### config.mk
export PLATFORM = sky130hd
export DESIGN_NAME = multicycle_seq
export DESIGN_NICKNAME = d
export VERILOG_FILES = /design/src/rtl/multicycle_seq_pkg.sv /design/src/rtl/handshake_wait.sv /design/src/rtl/multicycle_seq.sv
export SDC_FILE = /design/constraint.sdc
export NUM_CORES = 1
export LEC_CHECK = 0
export ABC_AREA = 0
export ABC_CLOCK_PERIOD_IN_PS = 3400
export BUFFER_PORTS_ARGS = -buffer_cell sky130_fd_sc_hd__buf_2
export CORE_MARGIN = 10
export CORE_UTILIZATION = 53
export DETAILED_ROUTE_END_ITERATION = 8
export GPL_ROUTABILITY_DRIVEN = 0
export PLACE_DENSITY = 0.93
export SYNTH_ARGS = -nofsm -noshare
export SYNTH_HDL_FRONTEND = slang
export SYNTH_SLANG_ARGS = --single-unit
export TNS_END_PERCENT = 100
### constraint.sdc
create_clock -name clk -period 3.4 [get_ports clk]
set_input_delay 0.51 -clock clk [delete_from_list [all_inputs] [get_ports clk]]
set_output_delay 0.51 -clock clk [all_outputs]
set_load 0.02 [all_outputs]
### src/rtl/multicycle_seq_pkg.sv
// multicycle_seq_pkg: state encodings and core-wide constants shared by the sequencer, core top and trace checker
package multicycle_seq_pkg;
  localparam int XLEN = 32;
  localparam logic [XLEN-1:0] RESET_PC_DEFAULT = 32'h1c00_0000;
  typedef enum logic [2:0] {
    S_IF   = 3'd0,
    S_ID   = 3'd1,
    S_EXE  = 3'd2,
    S_MEM  = 3'd3,
    S_WB   = 3'd4,
    S_TRAP = 3'd7
  } state_t;
endpackage

### src/rtl/handshake_wait.sv
// handshake_wait: req/addr_ok/data_ok phase tracker with watchdog for one SRAM port
module handshake_wait #(
  parameter int MAX_WAIT = 15
) (
  input  logic clk,
  input  logic resetn,
  input  logic i_active,
  input  logic i_addr_ok,
  input  logic i_data_ok,
  output logic o_req,
  output logic o_done,
  output logic o_timeout
);
  logic       r_addr_done;
  logic [7:0] r_cnt;
  logic [7:0] w_cnt_inc;
  logic       w_addr_done;
  // data_ok counts in the same cycle addr_ok is accepted; earlier data_ok is ignored
  always_comb begin
    o_req       = i_active && !r_addr_done;
    w_addr_done = r_addr_done || (o_req && i_addr_ok);
    o_done      = i_active && w_addr_done && i_data_ok;
    w_cnt_inc   = r_cnt + 8'd1;
    o_timeout   = i_active && !o_done && (w_cnt_inc == 8'(MAX_WAIT));
  end
  always_ff @(posedge clk) begin
    if (!resetn || !i_active || o_done) begin
      r_addr_done <= 1'b0;
      r_cnt       <= '0;
    end else begin
      r_addr_done <= w_addr_done;
      r_cnt       <= w_cnt_inc;
    end
  end
endmodule

### src/rtl/multicycle_seq.sv
// multicycle_seq: IF/ID/EXE/MEM/WB sequencer owning PC, IR and result register
// for the multi-cycle LoongArch core, with handshaked SRAM ports and a watchdog trap.
module multicycle_seq
  import multicycle_seq_pkg::*;
#(
  parameter logic [XLEN-1:0] RESET_PC = RESET_PC_DEFAULT,
  parameter int              MAX_WAIT = 15
) (
  input  logic            clk,
  input  logic            resetn,
  output logic            inst_req,
  output logic [XLEN-1:0] inst_addr,
  input  logic            inst_addr_ok,
  input  logic            inst_data_ok,
  input  logic [XLEN-1:0] inst_rdata,
  output logic [XLEN-1:0] ir,
  input  logic            dec_no_exe,
  input  logic            dec_is_load,
  input  logic            dec_is_store,
  input  logic            dec_gr_we,
  input  logic            dec_br_taken,
  input  logic [XLEN-1:0] dec_br_target,
  input  logic [XLEN-1:0] alu_result,
  output logic            data_req,
  output logic            data_wr,
  output logic [XLEN-1:0] data_addr,
  input  logic            data_addr_ok,
  input  logic            data_data_ok,
  input  logic [XLEN-1:0] data_rdata,
  output logic            rf_we,
  output logic [XLEN-1:0] rf_wdata,
  output logic            retire,
  output logic [XLEN-1:0] retire_pc,
  output logic [2:0]      state,
  output logic            err
);
  state_t            r_state, w_next;
  logic [XLEN-1:0]   r_pc, r_ir, r_result, r_br_target;
  logic              r_br_taken, r_is_load, r_is_store, r_gr_we, r_err;
  logic              w_if_req, w_if_done, w_if_to;
  logic              w_mem_req, w_mem_done, w_mem_to;
  logic [XLEN-1:0]   w_pc4, w_pc_next;
  handshake_wait #(.MAX_WAIT(MAX_WAIT)) u_if_wait (
    .clk       (clk),
    .resetn    (resetn),
    .i_active  (resetn && r_state == S_IF),
    .i_addr_ok (inst_addr_ok),
    .i_data_ok (inst_data_ok),
    .o_req     (w_if_req),
    .o_done    (w_if_done),
    .o_timeout (w_if_to)
  );
  handshake_wait #(.MAX_WAIT(MAX_WAIT)) u_mem_wait (
    .clk       (clk),
    .resetn    (resetn),
    .i_active  (resetn && r_state == S_MEM),
    .i_addr_ok (data_addr_ok),
    .i_data_ok (data_data_ok),
    .o_req     (w_mem_req),
    .o_done    (w_mem_done),
    .o_timeout (w_mem_to)
  );
  always_comb begin
    w_next = r_state;
    case (r_state)
      S_IF:    w_next = w_if_to ? S_TRAP : w_if_done ? S_ID : S_IF;
      S_ID:    w_next = dec_no_exe ? S_IF : S_EXE;
      S_EXE:   w_next = (r_is_load || r_is_store) ? S_MEM : S_WB;
      S_MEM:   w_next = w_mem_to ? S_TRAP : !w_mem_done ? S_MEM : r_is_load ? S_WB : S_IF;
      S_WB:    w_next = S_IF;
      default: w_next = S_TRAP;
    endcase
  end
  always_comb begin
    inst_req  = w_if_req;
    inst_addr = r_pc;
    ir        = r_ir;
    data_req  = w_mem_req;
    data_wr   = w_mem_req && r_is_store;
    data_addr = r_result;
    rf_we     = r_state == S_WB && r_gr_we;
    rf_wdata  = r_result;
    retire    = (r_state == S_ID && dec_no_exe) || (w_mem_done && r_is_store) || r_state == S_WB;
    retire_pc = r_pc;
    state     = r_state;
    err       = r_err;
    w_pc4     = r_pc + 32'd4;
    // branches redirect from ID using live decode; jirl/bl redirect from WB using the latched copy
    w_pc_next = r_state == S_ID ? (dec_br_taken ? dec_br_target : w_pc4) :
                (r_state == S_WB && r_br_taken) ? r_br_target : w_pc4;
  end
  always_ff @(posedge clk) begin
    if (!resetn) begin
      r_state     <= S_IF;
      r_pc        <= RESET_PC;
      r_ir        <= '0;
      r_result    <= '0;
      r_br_taken  <= 1'b0;
      r_br_target <= '0;
      r_is_load   <= 1'b0;
      r_is_store  <= 1'b0;
      r_gr_we     <= 1'b0;
      r_err       <= 1'b0;
    end else begin
      r_state <= w_next;
      if (w_if_done) r_ir <= inst_rdata;
      if (r_state == S_ID) begin
        r_br_taken  <= dec_br_taken;
        r_br_target <= dec_br_target;
        r_is_load   <= dec_is_load;
        r_is_store  <= dec_is_store;
        r_gr_we     <= dec_gr_we;
      end
      if (r_state == S_EXE) r_result <= alu_result;
      if (w_mem_done && r_is_load) r_result <= data_rdata;
      if (retire) r_pc <= w_pc_next;
      if (w_if_to || w_mem_to) r_err <= 1'b1;
    end
  end
endmodule

* Yosys cells after proc, flatten, opt, wreduce, memory -nomap -nowiden *
Cells that the tools add are included.

word-level totals
  logic and storage cells = 75
  flip-flop bits (word level) = 154
  input bits = 139
  output and inout bits = 169

cells by class
  mux-type cells = 13
  eq/ne operators = 6
  add/subtract/negate cells = 3
  reduce and logical (&&, ||, !) cells = 39

operators by type and width
  operator                                        number
  2-to-1 mux 32 bit                               5
  adder 32 x 3 -> 32 bit (second input constant)  1
  logical AND 1 bit                               20
  adder 8 x 1 -> 8 bit (second input constant)    2
  == test 8 x 4 -> 1 bit (second input constant)  2
  2-to-1 mux 3 bit                                5
  case mux 3 bit (5 select lines)                 1
  logical OR 1 bit                                10
  zero test 1 bit                                 7
  == test 3 x 2 -> 1 bit (second input constant)  2
  == test 3 x 1 -> 1 bit (second input constant)  1
  == test 3 bit (second input constant)           1
  zero test 3 bit                                 1
  2-to-1 mux 2 bit                                1
  nonzero test 2 bit                              1
  2-to-1 mux 1 bit                                1

* Depth between registers and ports, before layout *
Gate-level depths: netlist of the first run.

  depth in word-level cells = 12
  gate-level depth with buffers = 9
  mapped depth without buffers = 6

* Cells and area by module *
From an unflattened synthesis of the first run, not the netlist that was laid out.

second synthesis, totals
  cell total of the unflattened synthesis = 883
  area, all modules = 7901.3 um^2

by module, submodules not included
  module          instances  area each (um^2)  cells an instance
  multicycle_seq  1          7005.5            779
  handshake_wait  2          447.9             52

* Worst setup path after synthesis of the first run *
No wires, ideal clock.

  path type = reg-to-output
  from = reg r_state[1] (netlist: state[1])
  to = out retire
  setup slack = 1.239 ns
  required time = 2.890 ns
  arrival time = 1.651 ns
  stages on the path, launching flop included = 7
  path buffers = 2
  path through = dfxtp_1 buf_4 and4b_1 and3_1 nor2_1 inv_1 buf_1

between the ends
  cells in the longest elaborated chain, start to end = 10
  elaborated cells on any way between the ends = 13
  classes of those cells = eq/ne (3); reduce/logical (10)

RTL lines
  what                            line                   text
  start: declaration              multicycle_seq.sv:37   state_t r_state, w_next;
  start signal: assignment        multicycle_seq.sv:105  r_state <= w_next;
  == test 3 x 2 -> 1 bit          multicycle_seq.sv:56   .i_active (resetn && r_state == S_MEM),
  logical AND 1 bit               multicycle_seq.sv:56
  logical AND 1 bit               handshake_wait.sv:20   o_req = i_active && !r_addr_done;
  logical AND 1 bit               handshake_wait.sv:21   w_addr_done = r_addr_done || (o_req && i_addr_ok);
  logical OR 1 bit                handshake_wait.sv:21
  logical AND 1 bit (2 in a row)  handshake_wait.sv:22   o_done = i_active && w_addr_done && i_data_ok;
  logical AND 1 bit               multicycle_seq.sv:83   retire = (r_state == S_ID && dec_no_exe) || (w_mem_done && r_is_store) || r_state == S_WB;
  logical OR 1 bit                multicycle_seq.sv:83
  logical OR 1 bit (*)            multicycle_seq.sv:83
  end: declaration                multicycle_seq.sv:32   output logic retire,

Every way passes the cells marked *; elsewhere a longest branch is shown, timed or not.

* Worst setup path in the final report of the first run *
Ends and elaborated chain as after synthesis.

==> flow_metrics.py, run 1 <==
metrics = {
    "run_status": {
        "status": "finished, final reports clean",
    },
    "global_routing": {
        "grt_overflow": 0,
        "grt_max_degree": 71,
        "grt_pass1_vias": 7446,
        "grt_pass1_wl_um": 38600,
        "antenna_found_initial": 6,
        "track_usage_pct": 23.6,
    },
    "hold_path": {
        "whs_path_depth": 2,
        "hold_end": "u_mem_wait.r_addr_done$_SDFF_PP0_",
        "hold_class": "primary input to flop",
        "hold_path.startpoint": "data_data_ok",
    },
    "die": {
        "ios": 308,
        "die_w_um": 140,
        "fp.coreArea_um2": 14000,
        "rows": 43,
        "die_area_um2": 19600,
        "start_util_pct": 54.5,
        "die_height_um": 140,
    },
    "routing": {
        "drt-initial-drc-count": 699,
        "vias": 7680,
        "drtAntennaViolNets": 0,
        "drt_first_pass_iters": 5,
        "viasPerCell": 5.72,
        "drt-wirelength-per-cell_um": 18.4,
        "finalWirelength_um": 24700,
        "drc": 0,
    },
    "run": {
        "cap_violations": 0,
    },
    "clock_network": {
        "clkSlewWorstSetupHoldPaths_ns": 0.06,
        "cts_resized": 0,
        "cts_buffer_depth": 2,
        "htreeDepth": 4,
        "post_cts_buffers": 0,
        "clock-sinks": 154,
        "cts_buffers": 17,
        "cts_hold_buffers": 0,
        "cts_tree": "built",
        "cts_root_buffer": "clkbuf_16",
        "clk_latency_ns": 0.42,
    },
    "timing": {
        "clock_skew_ns": 0.00927,
        "tightest_slew_ns": 0.934,
        "slew_headroom_pct": 37.8,
        "setup_violations": 0,
        "fin_crit_ns": 2.77,
        "whs_ns": 0.254,
        "slew_viol_final": 0,
        "fin_crit_sh_pct": 81.4,
        "fmaxAchievable_mhz": 361,
        "final-hold-violation-count": 0,
        "fin_tns_setup_ns": 0,
        "rsz0062_at_grt": "no",
    },
    "synthesis": {
        "synth_enable_flop_cells": 0,
        "ys_warn_count": 0,
        "ys_seq_area_share_pct": 40.4,
        "async_reset_ff_share_pct": 0,
        "syn_inst": 944,
        "synth.most_common_cell": "nand2_1",
        "synth-main-ff-cell": "dfxtp_1",
        "yosys-top-cells-area": "dfxtp_1 (40%), nand2_1 (8.0%), buf_4 (6.5%)",
        "synth-seq-cells": 154,
        "synthesis.nets": 1088,
        "ys_types": 65,
        "synth_top_area_cell": "dfxtp_1",
        "yosysTopAreaCellShare_pct": 40.4,
        "synth_area_per_cell_um2": 8.07,
        "synth_area_um2": 7620,
        "synth_common_cells": "nand2_1 (162), dfxtp_1 (154), a21oi_1 (98), nor2_1 (77), buf_4 (66)",
    },
    "layout": {
        "area_growth_pct": 22.1,
        "fill_cells": 1145,
        "drive_gt1_share_pct": 31.8,
        "final_nets": 1290,
    },
    "critical_path": {
        "r2r-start": "state[2]$_SDFF_PN0_",
        "worst_r2r_path_depth": 7,
        "regToRegEndpoint": "inst_addr[0]$_SDFFE_PN0P_",
        "cp-end-kind": "output port",
        "start_kind": "flop",
        "required_ns": 2.89,
        "worstSetupPathType": "flop to output port",
        "arrival_ns": 2.26,
        "r2r_slack_ns": 1.05,
        "cp_max_fo": 12,
    },
    "pwr": {
        "ir_drop_v": 0.000321,
        "leakage_uw": 0.00394,
        "pwr_density_cell_nw_per_um2": 442,
    },
    "place": {
        "io_buffers": 307,
        "hpwlAfterDp_um": 18000,
    },
}
[per-stage QoR]
step / util, % / setup WS (ns) / power, µW / instance area [µm²] / cells
floorplan: - / 1.24 / 2110 / 7620 / 944
global placement: 62.2 / 0.938 / 2260 / 8700 / 1307
detailed placement: 62.2 / 0.868 / 2270 / 8700 / 1307
CTS: 66.4 / 0.649 / 4140 / 9290 / 1339
global route: 66.5 / 0.484 / 4250 / 9300 / 1340
finish: 66.5 / 0.633 / 4110 / 9300 / 1343
[kinds of logic (layout without fill, tap and decap cells)]
logic type / Yosys count / after routing / share of synthesized area [%]
other cells: 0 / 4 / 0
mux: 32 / 32 / 4.20
fa+ha+maj: 5 / 5 / 0.821
compound gates: 251 / 251 / 20.6
flops: 154 / 154 / 40.4
xor+xnor: 14 / 14 / 1.61
buf+inv: 144 / 359 / 11.0
simple gates: 344 / 344 / 21.3
[placed cells by master (no fill, tap or decap), types with 7 or more instances in the layout]
cell type  count
and4_1        11
nand2_1      162
clkbuf_16     17
a31oi_1       11
a22oi_1       12
nand3_1       19
a22o_1        11
nor4_1         7
nor3_1         8
nand4_1       14
o21ai_0       42
xnor2_1        8
inv_1          7
and3_1        12
mux2i_1       32
buf_4         11
dfxtp_1      154
a211oi_1      34
a21oi_1       98
buf_2        307
nor2_1        74
[where the power goes]
group	switching (µW)	total, µW	internal [µW]
registers	34.5	1880	1850
clock network	742	1880	1140
logic	212	351	138
[worst max-delay path by stage]
stage                             start  endpoint  slack (ns)
floorplan           state[1]$_SDFF_PN0_    retire        1.24
global placement                 resetn    retire        0.94
detailed placement               resetn    retire        0.87
CTS                 state[1]$_SDFF_PN0_    retire        0.65
global route        state[1]$_SDFF_PN0_    retire        0.48
finish              state[1]$_SDFF_PN0_    retire        0.63
[critical path: stages, from the launching register on]
cell,delay (ns)
dfxtp_1,0.58
and4b_1,0.38
and3_1,0.24
nor2_2,0.06
inv_1,0.32
buf_2,0.26
[sequential cells by signal (all words and copies together) (netlist names)]
| signal | flops |
|---|---|
| data_addr | 32 |
| err | 1 |
| inst_addr | 32 |
| ir | 32 |
| r_br_taken | 1 |
| r_br_target | 32 |
| r_gr_we | 1 |
| r_is_load | 1 |
| r_is_store | 1 |
| state | 3 |
| u_if_wait.r_addr_done | 1 |
| u_if_wait.r_cnt | 8 |
| u_mem_wait.r_addr_done | 1 |
| u_mem_wait.r_cnt | 8 |
[final cells by class]
type	instances	area (µm²)	area share (%)
Clock inverter	10	118	1.26
Inverter	8	32.5	0.350
Tap cell	180	225	2.42
Timing Repair Buffer	319	1640	17.6
Antenna cell	4	10.0	0.108
Clock buffer	22	474	5.10
Multi-Input combinational cell	646	3720	40.0
Sequential cell	154	3080	33.1
[layer usage]
metal | global-route usage [%] | routed length, µm | up-vias
li1 | - | - | 3674
met2 | 38.3 | 12000 | 372
met5 | 0 | 36 | -
met4 | 8.97 | 538 | 6
met1 | 27.2 | 9580 | 3580
met3 | 9.70 | 2490 | 48
No activity file was read; power rests on OpenSTA's default activity.
==> run 2, diff against run 1 <==
- ABC_CLOCK_PERIOD_IN_PS: 3400 -> 2500
- CORE_UTILIZATION: 53 -> 44
- PLACE_DENSITY: 0.93 -> 0.83
- clock period: 3.4 -> 2.5 ns (I/O delays scaled with it)
==> run 2 against run 1 <==
Net effect: via count decreased by 2.1%; register-to-register slack lost 0.66 ns; global-route usage fell by 3.1 points; non-clock buffer count grew 16; clock power rose by 43%; critical path depth stayed put; combinational power increased by 42%; clock-buffer cell count decreased by 2; hold slack worse by 0.12 ns; wire length increased by 1.3%; worst setup slack lost 0.49 ns; first-iteration DRC count down 27%; critical endpoint unchanged; largest cell class unchanged; highest routed layer unchanged.
==> flow_metrics.py, run 2 (synthesis results as in run 1) <==
metrics = {
    "timing": {
        "worst_slack_ns": 0.146,
        "whs_ns": 0.130,
        "fin_crit_sh_pct": 94.2,
        "rsz0062_at_grt": "no",
        "fin_crit_ns": 2.35,
        "final-hold-violation-count": 0,
        "slew_viol_final": 0,
        "setup_violations": 0,
        "slew_headroom_pct": 47.4,
        "fmaxAchievable_mhz": 425,
        "clock_skew_ns": 0.00833,
        "tightest_slew_ns": 0.781,
        "fin_tns_setup_ns": 0,
    },
    "clock_network": {
        "clkSlewWorstSetupHoldPaths_ns": 0.06,
        "cts_tree": "built",
        "htreeDepth": 4,
        "cts_root_buffer": "clkbuf_16",
        "cts_buffers": 17,
        "clk_latency_ns": 0.42,
        "cts_buffer_depth": 2,
        "clock-sinks": 154,
        "post_cts_buffers": 0,
    },
    "layout": {
        "final_util_pct": 55.7,
        "drive_gt1_share_pct": 32.7,
        "stdcell_count": 1404,
        "mostFrequentLayoutCells": "buf_2 (307), nand2_1 (162), dfxtp_1 (154), a21oi_1 (98), nor2_1 (74)",
        "final_nets": 1306,
        "area_growth_pct": 25.1,
        "final_common_cell": "buf_2",
        "fill_cells": 1576,
    },
    "routing": {
        "drt_first_pass_iters": 5,
        "drc": 0,
        "vias": 7518,
        "drtAntennaViolNets": 0,
        "finalWirelength_um": 25000,
        "drt-initial-drc-count": 507,
        "drt-wirelength-per-cell_um": 17.8,
        "viasPerCell": 5.35,
    },
    "global_routing": {
        "grt_pass1_vias": 7268,
        "grt_pass1_wl_um": 37800,
        "track_usage_pct": 20.5,
        "grt_overflow": 0,
        "grt_max_degree": 47,
        "antenna_found_initial": 7,
    },
    "critical_path": {
        "r2r_slack_ns": 0.39,
        "critPathBufInv": 2,
        "arrival_ns": 1.98,
        "path_delay_family": "simple AND/OR/NAND/NOR gates",
        "cp-end-kind": "output port",
        "start_kind": "flop",
        "required_ns": 2.12,
        "worstSetupPathType": "flop to output port",
        "cp_max_fo": 11,
        "path_cells": "and4b_1, and3_1, nor2_2, inv_2, buf_2",
        "max_stage_delay_ns": 0.45,
        "cp_slowest_cell": "dfxtp_1",
    },
    "run": {
        "cap_violations": 0,
    },
    "hold_path": {
        "hold_class": "primary input to flop",
    },
    "pwr": {
        "pwr_density_cell_nw_per_um2": 601,
        "leakage_uw": 0.00405,
        "ir_drop_v": 0.000483,
    },
    "die": {
        "rows": 48,
        "die_w_um": 152,
        "ios": 308,
        "fp.coreArea_um2": 17100,
        "die_area_um2": 23000,
        "die_height_um": 152,
        "start_util_pct": 44.5,
    },
    "place": {
        "io_buffers": 307,
        "hpwlAfterDp_um": 18700,
        "post-place-cells": 1368,
        "dp_slack_ns": 0.433,
    },
    "run_status": {
        "status": "finished, final reports clean",
    },
}
==> run 2: through the flow <==
stage,power [µW],instance area (µm²)
after floorplan,2880,7620
after global placement,3090,8920
after detailed placement,3100,8920
after CTS,5790,9530
after global routing,5950,9530
final,5730,9540
==> run 2: cell type report <==
| type | instances | area [µm²] | area share [%] |
|---|---|---|---|
| clock buffers | 20 | 437 | 4.58 |
| flip-flops and latches | 154 | 3080 | 32.3 |
| repair buffers | 335 | 1800 | 18.8 |
| clock inverters | 12 | 173 | 1.81 |
| inverters | 8 | 32.5 | 0.341 |
| diodes | 4 | 10.0 | 0.105 |
| well taps | 225 | 282 | 2.95 |
| multi-input cells | 646 | 3720 | 39.0 |
==> run 2: path summary, 6_finish.rpt <==
check                             start                               end  cells past startpoint
max                 state[1]$_SDFF_PN0_                            retire                      5
min                        inst_data_ok  u_if_wait.r_addr_done$_SDFF_PP0_                      2
max reg2reg  inst_addr[15]$_SDFFE_PN0P_        inst_addr[30]$_SDFFE_PN0P_                      5
min reg2reg         ir[26]$_SDFFE_PN0P_               ir[26]$_SDFFE_PN0P_                      2
==> run 2: what timing repair did <==
| item | 4_1_cts | 5_1_grt |
|---|---|---|
| hold buffers | 0 | 0 |
| gates resized for setup | 0 | 1 |
| endpoints found under the setup margin | 0 | 1 |
==> run 2: worst register-to-register path, cell delays in order (launching register included) <==
cell and delay (ns):
dfxtp_1 0.50, and4_1 0.39, and4_1 0.35, nand3_2 0.10, or4_4 0.52, a41oi_2 0.16
==> run 2: per-layer routing <==
metal	wire length (µm)	vias to the layer above	share of wire (%)	global-route usage, %
met3	2680	30	11	8.11
met2	12000	274	48	33.1
met1	9980	3495	40	24.6
li1	-	3713	-	-
met5	33	-	0.13	0
met4	324	6	1.3	6.01
==> run 2: power by group <==
part	switching [µW]	internal [µW]
sequential	41.7	2510
combinational	298	199
clock	1020	1670
==> run 3, diff against run 2 <==
- PLACE_DENSITY: 0.83 -> 0.79
==> run 3 against run 2 <==
Net effect: worst setup slack gained 0.026 ns; via count is 0.68% lower; non-clock buffer count shrank 2; register-to-register slack worse by 0.06 ns; highest routed layer unchanged; utilization barely moved; sequential cell count unchanged; clock-buffer cell count unchanged; combinational power shrank 1%; critical path type unchanged; global-route usage decreased by 0.086 points; maximum frequency up 1.1%; critical endpoint unchanged; largest power group unchanged.
==> flow_metrics.py, run 3 (synthesis results as in run 1) <==
metrics = {
    "routing": {
        "drt-wirelength-per-cell_um": 17.6,
        "drt-initial-drc-count": 355,
        "finalWirelength_um": 24700,
        "drc": 0,
        "vias": 7467,
        "drt_first_pass_iters": 5,
        "viasPerCell": 5.33,
        "drtAntennaViolNets": 0,
    },
    "timing": {
        "rsz0062_at_grt": "no",
        "final-hold-violation-count": 0,
        "slew_headroom_pct": 44.9,
        "fin_crit_ns": 2.33,
        "slew_viol_final": 0,
        "worst_slack_ns": 0.171,
        "fin_tns_setup_ns": 0,
        "whs_ns": 0.117,
        "fmaxAchievable_mhz": 429,
        "tightest_slew_ns": 0.827,
        "clock_skew_ns": 0.0100,
        "setup_violations": 0,
        "fin_crit_sh_pct": 93.1,
    },
    "place": {
        "io_buffers": 307,
        "dp_slack_ns": 0.309,
        "post-place-cells": 1366,
        "hpwlAfterDp_um": 18700,
    },
    "clock_network": {
        "htreeDepth": 4,
        "cts_root_buffer": "clkbuf_16",
        "cts_tree": "built",
        "cts_buffers": 17,
        "clk_latency_ns": 0.43,
        "clkSlewWorstSetupHoldPaths_ns": 0.06,
        "post_cts_buffers": 0,
        "cts_hold_buffers": 0,
        "clock-sinks": 154,
        "cts_resized": 2,
        "cts_buffer_depth": 2,
    },
    "critical_path": {
        "arrival_ns": 1.95,
        "cp_max_fo": 10,
        "worstSetupPathType": "flop to output port",
        "path_delay_family": "buffers and inverters",
        "path_cells": "buf_4, nor4bb_1, a21o_1, nor2_2, inv_2, buf_2",
        "cp_slowest_cell": "dfxtp_1",
        "cp-end-kind": "output port",
        "max_stage_delay_ns": 0.39,
        "start_kind": "flop",
        "required_ns": 2.12,
        "critPathBufInv": 3,
    },
    "die": {
        "ios": 308,
        "die_height_um": 152,
        "die_area_um2": 23000,
        "fp.coreArea_um2": 17100,
        "start_util_pct": 44.5,
        "die_w_um": 152,
        "rows": 48,
    },
    "layout": {
        "final_nets": 1304,
        "drive_gt1_share_pct": 33.0,
        "mostFrequentLayoutCells": "buf_2 (307), nand2_1 (162), dfxtp_1 (152), a21oi_1 (98), nor2_1 (74)",
        "final_common_cell": "buf_2",
        "area_growth_pct": 25.2,
        "stdcell_count": 1401,
    },
    "global_routing": {
        "grt_pass1_wl_um": 37500,
        "track_usage_pct": 20.4,
        "antenna_found_initial": 6,
        "grt_overflow": 0,
        "grt_max_degree": 65,
        "grt_pass1_vias": 7147,
    },
    "pwr": {
        "leakage_uw": 0.00403,
        "power_uw": 5770,
        "pwr_density_cell_nw_per_um2": 605,
        "ir_drop_v": 0.000496,
    },
    "run_status": {
        "status": "finished, final reports clean",
    },
    "hold_path": {
        "hold_class": "primary input to flop",
    },
    "run": {
        "cap_violations": 0,
    },
}
[run 3: cell types whose count changed in the layout (fill, tap and decap cells not counted)]
| cell | before | now |
|---|---|---|
| buf_4 | 24 | 22 |
| bufinv_16 | 4 | 3 |
| clkbuf_1 | 3 | 0 |
| clkbuf_8 | 0 | 3 |
| clkinv_2 | 4 | 0 |
| clkinvlp_4 | 2 | 5 |
| dfxtp_1 | 154 | 152 |
| dfxtp_2 | 0 | 2 |
| diode_2 | 4 | 3 |
| inv_6 | 1 | 3 |
[run 3: area by class of cell]
| class | instances | area [µm²] |
|---|---|---|
| diodes | 3 | 7.51 |
| clock buffers | 20 | 467 |
| clock inverters | 12 | 163 |
| fillers | 1636 | 7580 |
| inverters | 8 | 32.5 |
| multi-input cells | 646 | 3720 |
| flip-flops and latches | 154 | 3090 |
| well taps | 225 | 282 |
| repair buffers | 333 | 1780 |
[run 3: final timing paths]
path                                    from                           endpoint  slack [ns]  depth (start not counted)
setup reg to reg  inst_addr[16]$_SDFFE_PN0P_         inst_addr[30]$_SDFFE_PN0P_        0.33                          5
hold / removal                  data_data_ok  u_mem_wait.r_addr_done$_SDFF_PP0_        0.12                          2
setup / recovery         state[2]$_SDFF_PN0_                             retire        0.17                          6
hold reg to reg          ir[13]$_SDFFE_PN0P_                ir[13]$_SDFFE_PN0P_        0.45                          2
[run 3: where the power goes]
group / internal [µW] / switching [µW]
combinational: 199 / 294
sequential: 2510 / 43.8
clock: 1660 / 1060
[run 3: routing by layer]
| metal | part of all wire, % | wire length (µm) | global-route usage, % | vias up |
|---|---|---|---|---|
| met2 | 47 | 11600 | 31.7 | 251 |
| met3 | 9.3 | 2300 | 7.69 | 37 |
| met5 | 0.18 | 44 | 0 | - |
| met1 | 41 | 10200 | 25.5 | 3467 |
| met4 | 1.9 | 461 | 6.63 | 6 |
| li1 | - | - | - | 3706 |
[run 3: metrics by stage]
step	cell area, µm²	util (%)
4_1_cts	9530	55.7
2_1_floorplan	7620	-
6_report	9540	55.7
5_1_grt	9540	55.7
3_3_place_gp	8900	52.0
3_5_place_dp	8900	52.0
